--- config.mk ---
export PLATFORM = sky130hd
export DESIGN_NAME = fetch_unit
export DESIGN_NICKNAME = d
export VERILOG_FILES = /design/src/rtl/fetch_unit.sv
export SDC_FILE = /design/constraint.sdc
export NUM_CORES = 1
export LEC_CHECK = 0
export BUFFER_PORTS_ARGS = -buffer_cell sky130_fd_sc_hd__buf_4
export CAP_MARGIN = 20
export CELL_PAD_IN_SITES_DETAIL_PLACEMENT = 1
export CELL_PAD_IN_SITES_GLOBAL_PLACEMENT = 1
export CORE_ASPECT_RATIO = 0.9
export CORE_MARGIN = 5
export CORE_UTILIZATION = 30
export CTS_CLUSTER_SIZE = 16
export DETAILED_ROUTE_END_ITERATION = 10
export PLACE_DENSITY = 0.66
export SYNTH_ARGS = -nofsm -noshare
export SYNTH_HDL_FRONTEND = slang
export SYNTH_SLANG_ARGS = --single-unit
--- constraint.sdc ---
create_clock -name clk -period 13.9 [get_ports clk]
set_input_delay 0 -clock clk [delete_from_list [all_inputs] [get_ports clk]]
set_output_delay 0 -clock clk [all_outputs]
set_load 0.005 [all_outputs]
--- src/rtl/fetch_unit.sv ---
// Instruction-fetch stage: owns the PC, issues in-order word fetches to
// instruction memory, buffers returned words in a small FIFO and hands them
// to decode over a valid/ready handshake. A PC redirect from control (taken
// together with a decode handshake) flushes the buffer and drops the
// responses of every wrong-path fetch still in flight.
//
// Ports
//   clk, rst                     clock (rising edge), synchronous active-high reset
//   PCSel, pc_target             redirect request / target (low two bits ignored)
//   imem_req, imem_addr          fetch request and word-aligned address
//   imem_gnt                     request accepted this cycle
//   imem_rvalid, imem_rdata      in-order response
//   instr_valid, instr_ready     handshake with decode
//   instruction, instr_pc        buffer head word and its PC
//   pc_plus4                     instr_pc + 4 (link value)
module fetch_unit #(
  parameter int unsigned            instructionwidth = 32,
  parameter int unsigned            ADDRWIDTH        = 32,
  parameter logic [ADDRWIDTH-1:0]   RESET_PC         = '0,
  parameter int unsigned            DEPTH            = 2
) (
  input  logic                        clk,
  input  logic                        rst,
  input  logic                        PCSel,
  input  logic [ADDRWIDTH-1:0]        pc_target,
  output logic                        imem_req,
  output logic [ADDRWIDTH-1:0]        imem_addr,
  input  logic                        imem_gnt,
  input  logic                        imem_rvalid,
  input  logic [instructionwidth-1:0] imem_rdata,
  output logic                        instr_valid,
  input  logic                        instr_ready,
  output logic [instructionwidth-1:0] instruction,
  output logic [ADDRWIDTH-1:0]        instr_pc,
  output logic [ADDRWIDTH-1:0]        pc_plus4
);

  localparam int unsigned PW = (DEPTH > 1) ? $clog2(DEPTH) : 1;
  // Wide enough for occupancy + outstanding + 1 without overflow.
  localparam int unsigned CW = $clog2(2 * DEPTH + 2) + 1;

  typedef enum logic {
    RUN   = 1'b0,
    FLUSH = 1'b1
  } state_t;

  state_t                      state;
  state_t                      state_n;
  logic [ADDRWIDTH-1:0]        fetch_pc;
  logic [ADDRWIDTH-1:0]        ret_pc;
  logic [CW-1:0]               occ;
  logic [CW-1:0]               outstanding;
  logic [CW-1:0]               out_next;
  logic [CW-1:0]               drop;
  logic [PW-1:0]               rd_ptr;
  logic [PW-1:0]               wr_ptr;
  logic [instructionwidth-1:0] buf_data [DEPTH];
  logic [ADDRWIDTH-1:0]        buf_pc   [DEPTH];

  logic pop;
  logic redirect;
  logic grant;
  logic resp;
  logic push;

  function automatic logic [PW-1:0] ptr_inc(input logic [PW-1:0] p);
    return (32'(p) == DEPTH - 1) ? '0 : p + PW'(1);
  endfunction

  // Handshake and memory-side event decode.
  assign pop      = instr_valid && instr_ready;
  assign redirect = pop && PCSel;
  assign grant    = imem_req && imem_gnt;
  // A response with nothing outstanding is a protocol error and is ignored.
  assign resp     = imem_rvalid && (outstanding != '0);
  assign out_next = outstanding + CW'(grant) - CW'(resp);
  // A response arriving on the redirect edge belongs to the wrong path.
  assign push     = resp && (state == RUN) && !redirect;

  // Outputs. Pop credit lets a new request go out while the head leaves,
  // which is what sustains one instruction per cycle with DEPTH=2.
  assign instr_valid = !rst && (state == RUN) && (occ != '0);
  assign imem_req    = !rst && (state == RUN) &&
                       ((occ + outstanding) < (CW'(DEPTH) + CW'(pop)));
  assign imem_addr   = fetch_pc;
  assign instruction = instr_valid ? buf_data[rd_ptr] : '0;
  assign instr_pc    = instr_valid ? buf_pc[rd_ptr]   : '0;
  assign pc_plus4    = instr_valid ? buf_pc[rd_ptr] + ADDRWIDTH'(4) : '0;

  // Next-state logic.
  always_comb begin
    state_n = state;
    case (state)
      RUN:     if (redirect && (out_next != '0)) state_n = FLUSH;
      FLUSH:   if (resp && (drop == CW'(1)))     state_n = RUN;
      default: state_n = RUN;
    endcase
  end

  // State, PC, counters and FIFO storage.
  always_ff @(posedge clk) begin
    if (rst) begin
      state       <= RUN;
      fetch_pc    <= RESET_PC;
      ret_pc      <= RESET_PC;
      occ         <= '0;
      outstanding <= '0;
      drop        <= '0;
      rd_ptr      <= '0;
      wr_ptr      <= '0;
    end else begin
      state       <= state_n;
      outstanding <= out_next;

      if (redirect)   fetch_pc <= pc_target & ~ADDRWIDTH'(3);
      else if (grant) fetch_pc <= fetch_pc + ADDRWIDTH'(4);

      if (redirect) begin
        ret_pc <= pc_target & ~ADDRWIDTH'(3);
        occ    <= '0;
        rd_ptr <= '0;
        wr_ptr <= '0;
        drop   <= out_next;
      end else begin
        if (push) begin
          buf_data[wr_ptr] <= imem_rdata;
          buf_pc[wr_ptr]   <= ret_pc;
          wr_ptr           <= ptr_inc(wr_ptr);
          ret_pc           <= ret_pc + ADDRWIDTH'(4);
        end
        if (pop) rd_ptr <= ptr_inc(rd_ptr);
        occ <= occ + CW'(push) - CW'(pop);
        if (resp && (drop != '0)) drop <= drop - CW'(1);
      end
    end
  end

  // Memory must never return more responses than were granted.
  assert property (@(posedge clk) disable iff (rst) imem_rvalid |-> (outstanding != '0));

endmodule

# Yosys cells after proc, flatten, opt, wreduce, memory -nomap -nowiden
# Memories as Yosys holds them, arrays and structs flattened. A register that Yosys moved wholly into a read port is not among the register bits.
# Index checks and enable logic that the tools add are counted.
[totals]
elab_cells = 71
register_bits = 79
ramBits = 128
inputBits = 70
memories = 2
mem_bits_ro = 0
latchBits = 0
out_inout_bits = 130
[classes]
bitwise_logic = 1
addsub = 12
div = 0
magnitude_cmp = 1
n_shift = 0
eq_ne = 1
muxes = 22
n_reduce_logical = 22
n_mul = 0
[memory_table]
columns = ["name", "words", "width", "rd", "rd_ports_with_merged_regs", "write_ports", "line", "source"]
rows = [
  ["buf_data", 2, 32, 1, 1, 1, "57", "logic [instructionwidth-1:0] buf_data [DEPTH];"],
  ["buf_pc", 2, 32, 1, 1, 1, "58", "logic [ADDRWIDTH-1:0] buf_pc [DEPTH];"],
]
[op_table]
columns = ["op", "count"]
rows = [
  ["32-bit two-way mux", 7],
  ["32-bit by 3-bit adder with 32-bit output (second input constant)", 3],
  ["4-bit nonzero test", 4],
  ["1-bit logical AND", 12],
  ["1-bit two-way mux", 12],
  ["4-bit by 1-bit adder with 4-bit output", 2],
  ["4-bit two-way mux", 2],
  ["4-bit by 1-bit subtractor with 4-bit output", 2],
  ["2-bit nonzero test", 3],
  ["4-bit adder", 1],
  ["4-bit by 1-bit == test with 1-bit output (second input constant)", 1],
  ["4-bit by 3-bit less-than comparator with 1-bit output", 1],
  ["4-bit by 1-bit subtractor with 4-bit output (second input constant)", 1],
  ["2-bit by 1-bit adder with 3-bit output (first input constant)", 1],
  ["1-bit adder (second input constant)", 2],
  ["1-bit logical NOT", 2],
  ["1-bit case mux with 2 select lines", 1],
  ["2-bit OR reduction", 1],
  ["1-bit NOT", 1],
]

# Logic depth before layout (Yosys ltp)
[depth]
ltp_word = 14
depth_mapped = 17
ltp_nobuf = 15

# Worst setup path after synthesis
# No wires, ideal clock.
[synth_timing]
path_type = "register to register"
startpoint = "register occ[2]"
endpoint = "memory buf_data[0][0], enable pin"
setup_time_ns = 0.558
arrival_ns = 5.676
stages_incl_launch_ff = 8
n_path_buf = 2
slack_ns = 7.666
period_less_slack_ns = 6.234
path_cell_list = "dfxtp_1 > inv_1 > ha_1 > or3b_1 > buf_4 > a41o_1 > clkbuf_1 > nor3_1"
[synth_between]
elab_chain_cells = 10
[synth_lines]
columns = ["element", "line", "source"]
rows = [
  ["from (decl)", "51", "logic [CW-1:0] occ;"],
  ["from (signal assigned)", "132", "occ <= occ + CW'(push) - CW'(pop);"],
  ["4-bit nonzero test *", "82", "assign instr_valid = !rst && (state == RUN) && (occ != '0);"],
  ["1-bit logical AND *", "82", ""],
  ["1-bit logical AND *", "71", "assign pop = instr_valid && instr_ready;"],
  ["1-bit logical AND *", "72", "assign redirect = pop && PCSel;"],
  ["1-bit logical NOT", "78", "assign push = resp && (state == RUN) && !redirect;"],
  ["1-bit logical AND", "78", ""],
  ["1-bit two-way mux", "125", "if (push) begin"],
  ["1-bit two-way mux *", "118", "if (redirect) begin"],
  ["1-bit two-way mux *", "102", "if (rst) begin"],
  ["1-bit two-way mux (implied by the code) *", "126", "buf_data[wr_ptr] <= imem_rdata;"],
  ["to (decl)", "57", ""],
]
# Mark *: on every way between the ends. The rest lies on a longest branch, timed or not.

==> run_results.csv <==
group,metric,value,unit
status,outcome,"finished clean",
critical_path,criticalPathCategory,"reg -> out",
critical_path,reg2reg_slack,10.37,ns
clocking,cts.reportedPaths.clkPinSlew,0.07,ns
synth,synth_top_cell_area_share,37.3,%
pwr,p_per_area,158,mW/mm²
floorplan,die_h,183,µm
sta,drv_slew,0,
global_routing,grtUsageTotal,16.2,%
critical_path,arrival,4.44,ns
synth,synthArstFlopShare,0,%
sta,fin_worst_skew,0.0133,ns
global_routing,grt-busiest-layer,"met1",
global_routing,grt_pass1_vias,8200,
synth,synth_area,0.00998,mm²
finish,diodes,0,
placement,portBuffers,191,
global_routing,use_met1,24.8,%
clocking,clockBufferDepth,2,
routing,routed_wl,30800,µm
global_routing,grt_max_degree,87,
critical_path,crit_required,13.90,ns
sta,rsz0062_at_grt,"false",
global_routing,grt_use_met2,24.1,%
sta,worst_slew_pin_slew,0.940,ns
placement,dp_worst_setup_slack,9.92,ns
synth,yosysTopAreaCell,"edfxtp_1",
routing,postRouteAntennaNets,0,
finish,nets,1241,
sta,setup_violations,0,
synth,synth_area_leaders,"edfxtp_1, dfxtp_1, mux2i_1, xnor2_1, nor2_1",
job,maxCapViolCount,0,
critical_path,cp-end-kind,"output port",
floorplan,row_count,63,
placement,gp_congestion,0.789,
critical_path,path_max_fanout,45,
global_routing,grtUsageMet3,3.38,%
sta,slew_headroom,37.3,%
min_path,min_from,"pc_target[12]",
critical_path,slowest_delay,0.71,ns
min_path,holdCritPathClass,"in -> reg",
routing,first_pass_iters,4,
sta,min_period,4.44,ns
clocking,worst_skew_pair.late_latency,0.44,ns
sta,hold_viol_final,0,
synth,synth_edf_count,124,
floorplan,dieArea,0.0370,mm²
sta,tns,0,ns
synth,synth-seq-area-share,52.5,%
synth,ys_warn_count,0,
global_routing,overflow,0,
critical_path,crit_slowest_cell,"a21oi_1",
sta,fin_crit_sh,31.9,%
critical_path,cpMostUsedCell,"buf_4",
critical_path,r2r-start,"occ[2]",
placement,placedCellCount,1504,
critical_path,start_kind,"flip-flop",
global_routing,antenna_found_initial,0,
synth,synthDistinctLibCells,67,
routing,initialDrtViolationCount,534,
clocking,htreeDepth,4,
min_path,whs_path_depth,3,
routing,drcViolationCount,0,
pwr,leakagePower,4.57,nW
sta,layout_setup_ws,9.46,ns
floorplan,start_util,30.4,%
placement,dpl.hpwl,22300,µm
critical_path,reg2reg_to,"occ[2]",
clocking,cts_resized,0,
clocking,cts_sinks,200,
finish,drive_above_1_share,21.2,%
synth,synthCells,937,
finish,final_common_cell,"buf_4",
floorplan,die_w,202,µm
synth,synthFlopType,"edfxtp_1",
clocking,cts_root_buf,"clkbuf_16",
synth,synth_seq_cells,200,
floorplan,io_pins,200,
finish,area_growth_syn_to_layout,28.3,%
critical_path,worstPathCellList,"buf_4 > mux2i_1 > a21oi_1 > nand3_1 > nor4_1 > mux2_1 > buf_4",
synth,avgSynthCellArea,10.7,µm²
routing,num_vias,8134,
routing,avgViaCountPerCell,5.13,
sta,fmax,225,MHz
clocking,cts_tree,"done",
clocking,numCtsBuffers,17,
global_routing,grt_pass1_wl,48000,µm
critical_path,rr_worst_depth,13,
routing,post_drt_wl_per_cell,19.4,µm
min_path,holdPathEnd,"imem_addr[12]",
finish,fin_cells,1585,
finish,most-common-layout-cells,"buf_4, edfxtp_1, nor2_1",
pwr,ir_drop,0.0857,mV
floorplan,core,0.0329,mm²
==> per-layer routing <==
metal	part of all wire (%)	up-vias
met3	6.0	10
met5	0	-
met1	52	3949
met4	0.57	0
li1	-	3932
met2	42	243
==> synth_stat cells (6+ instances only) <==
| cell | instances |
|---|---|
| o31ai_1 | 10 |
| and3_1 | 19 |
| buf_4 | 9 |
| inv_1 | 31 |
| o21ai_0 | 31 |
| a21oi_1 | 38 |
| dfxtp_1 | 76 |
| a211oi_1 | 12 |
| and4_1 | 16 |
| and2_1 | 6 |
| a31oi_1 | 13 |
| nor3_1 | 25 |
| xor2_1 | 9 |
| buf_2 | 11 |
| nor2_1 | 103 |
| nand3_1 | 36 |
| o31a_1 | 6 |
| ha_1 | 18 |
| nor4_1 | 29 |
| a2111oi_0 | 9 |
| edfxtp_1 | 124 |
| or4_1 | 10 |
| xnor2_1 | 47 |
| nand4_1 | 24 |
| mux2i_1 | 62 |
| nand3b_1 | 9 |
| clkbuf_1 | 33 |
| nand2_1 | 50 |
==> worst max-delay path by stage <==
| stage | to | slack [ns] |
|---|---|---|
| global placement | pc_plus4[31] | 10.04 |
| detailed placement | pc_plus4[23] | 9.92 |
| finish | pc_plus4[23] | 9.46 |
| global route | pc_plus4[23] | 9.07 |
| CTS | pc_plus4[23] | 9.43 |
| floorplan | buf_data[0][0] | 7.67 |
==> area by class of cell <==
class	instances	area [µm²]
Inverter	31	116
Clock buffer	17	425
Fill cell	3676	20100
Sequential cell	200	5250
Multi-Input combinational cell	655	4380
Tap cell	422	528
Clock inverter	15	145
Timing Repair Buffer	245	1960
==> timing repair <==
action	CTS	global route
endpoints found under the hold margin	97	0
buffers inserted	0	0
hold buffers	49	0
==> cell families (layout without fill, tap and decap cells) <==
group,Yosys count,in the layout,share of synthesized area [%]
AOI/OAI and AO/OA,153,153,10.3
xor gates and xnor gates,56,56,4.91
adders and majority gates,21,21,2.86
buffers and inverters,87,308,3.90
DFF,200,200,52.5
muxes,67,67,6.78
other,1,6,0.0376
and+or+nand+nor,352,352,18.7
==> critical path: cells and delay by family, from the launching register on <==
| family | cells | cell delay, ns |
|---|---|---|
| compound gates | 1 | 0.71 |
| buf+inv | 2 | 0.84 |
| flops | 1 | 0.67 |
| mux | 2 | 0.67 |
| simple gates | 2 | 1.10 |
==> per-stage QoR <==
step / power, W / hold slack [ns] / cell area (µm²) / utilization [%]
5_1_grt: 0.00215 / 0.0549 / 12800 / 39.0
3_5_place_dp: 0.00154 / 0.188 / 11700 / 35.7
2_1_floorplan: 0.00123 / 0.0989 / 10000 / -
3_3_place_gp: 0.00152 / 0.185 / 11700 / 35.7
4_1_cts: 0.00204 / 0.00851 / 12800 / 39.0
6_report: 0.00202 / 0.0257 / 12800 / 39.0
==> state kept, by name, summed over array words and instances, names as in the netlist, named ones only <==
signal	flops
buf_data	64
buf_pc	60
drop	4
imem_addr	30
occ	4
outstanding	4
rd_ptr	1
ret_pc	30
state	1
wr_ptr	1
==> where the power goes <==
part           internal (W)  switching, W
combinational      0.000311      0.000404
clock              0.000241      0.000248
sequential         0.000730     0.0000890
No activity file was read; power rests on OpenSTA's default activity.
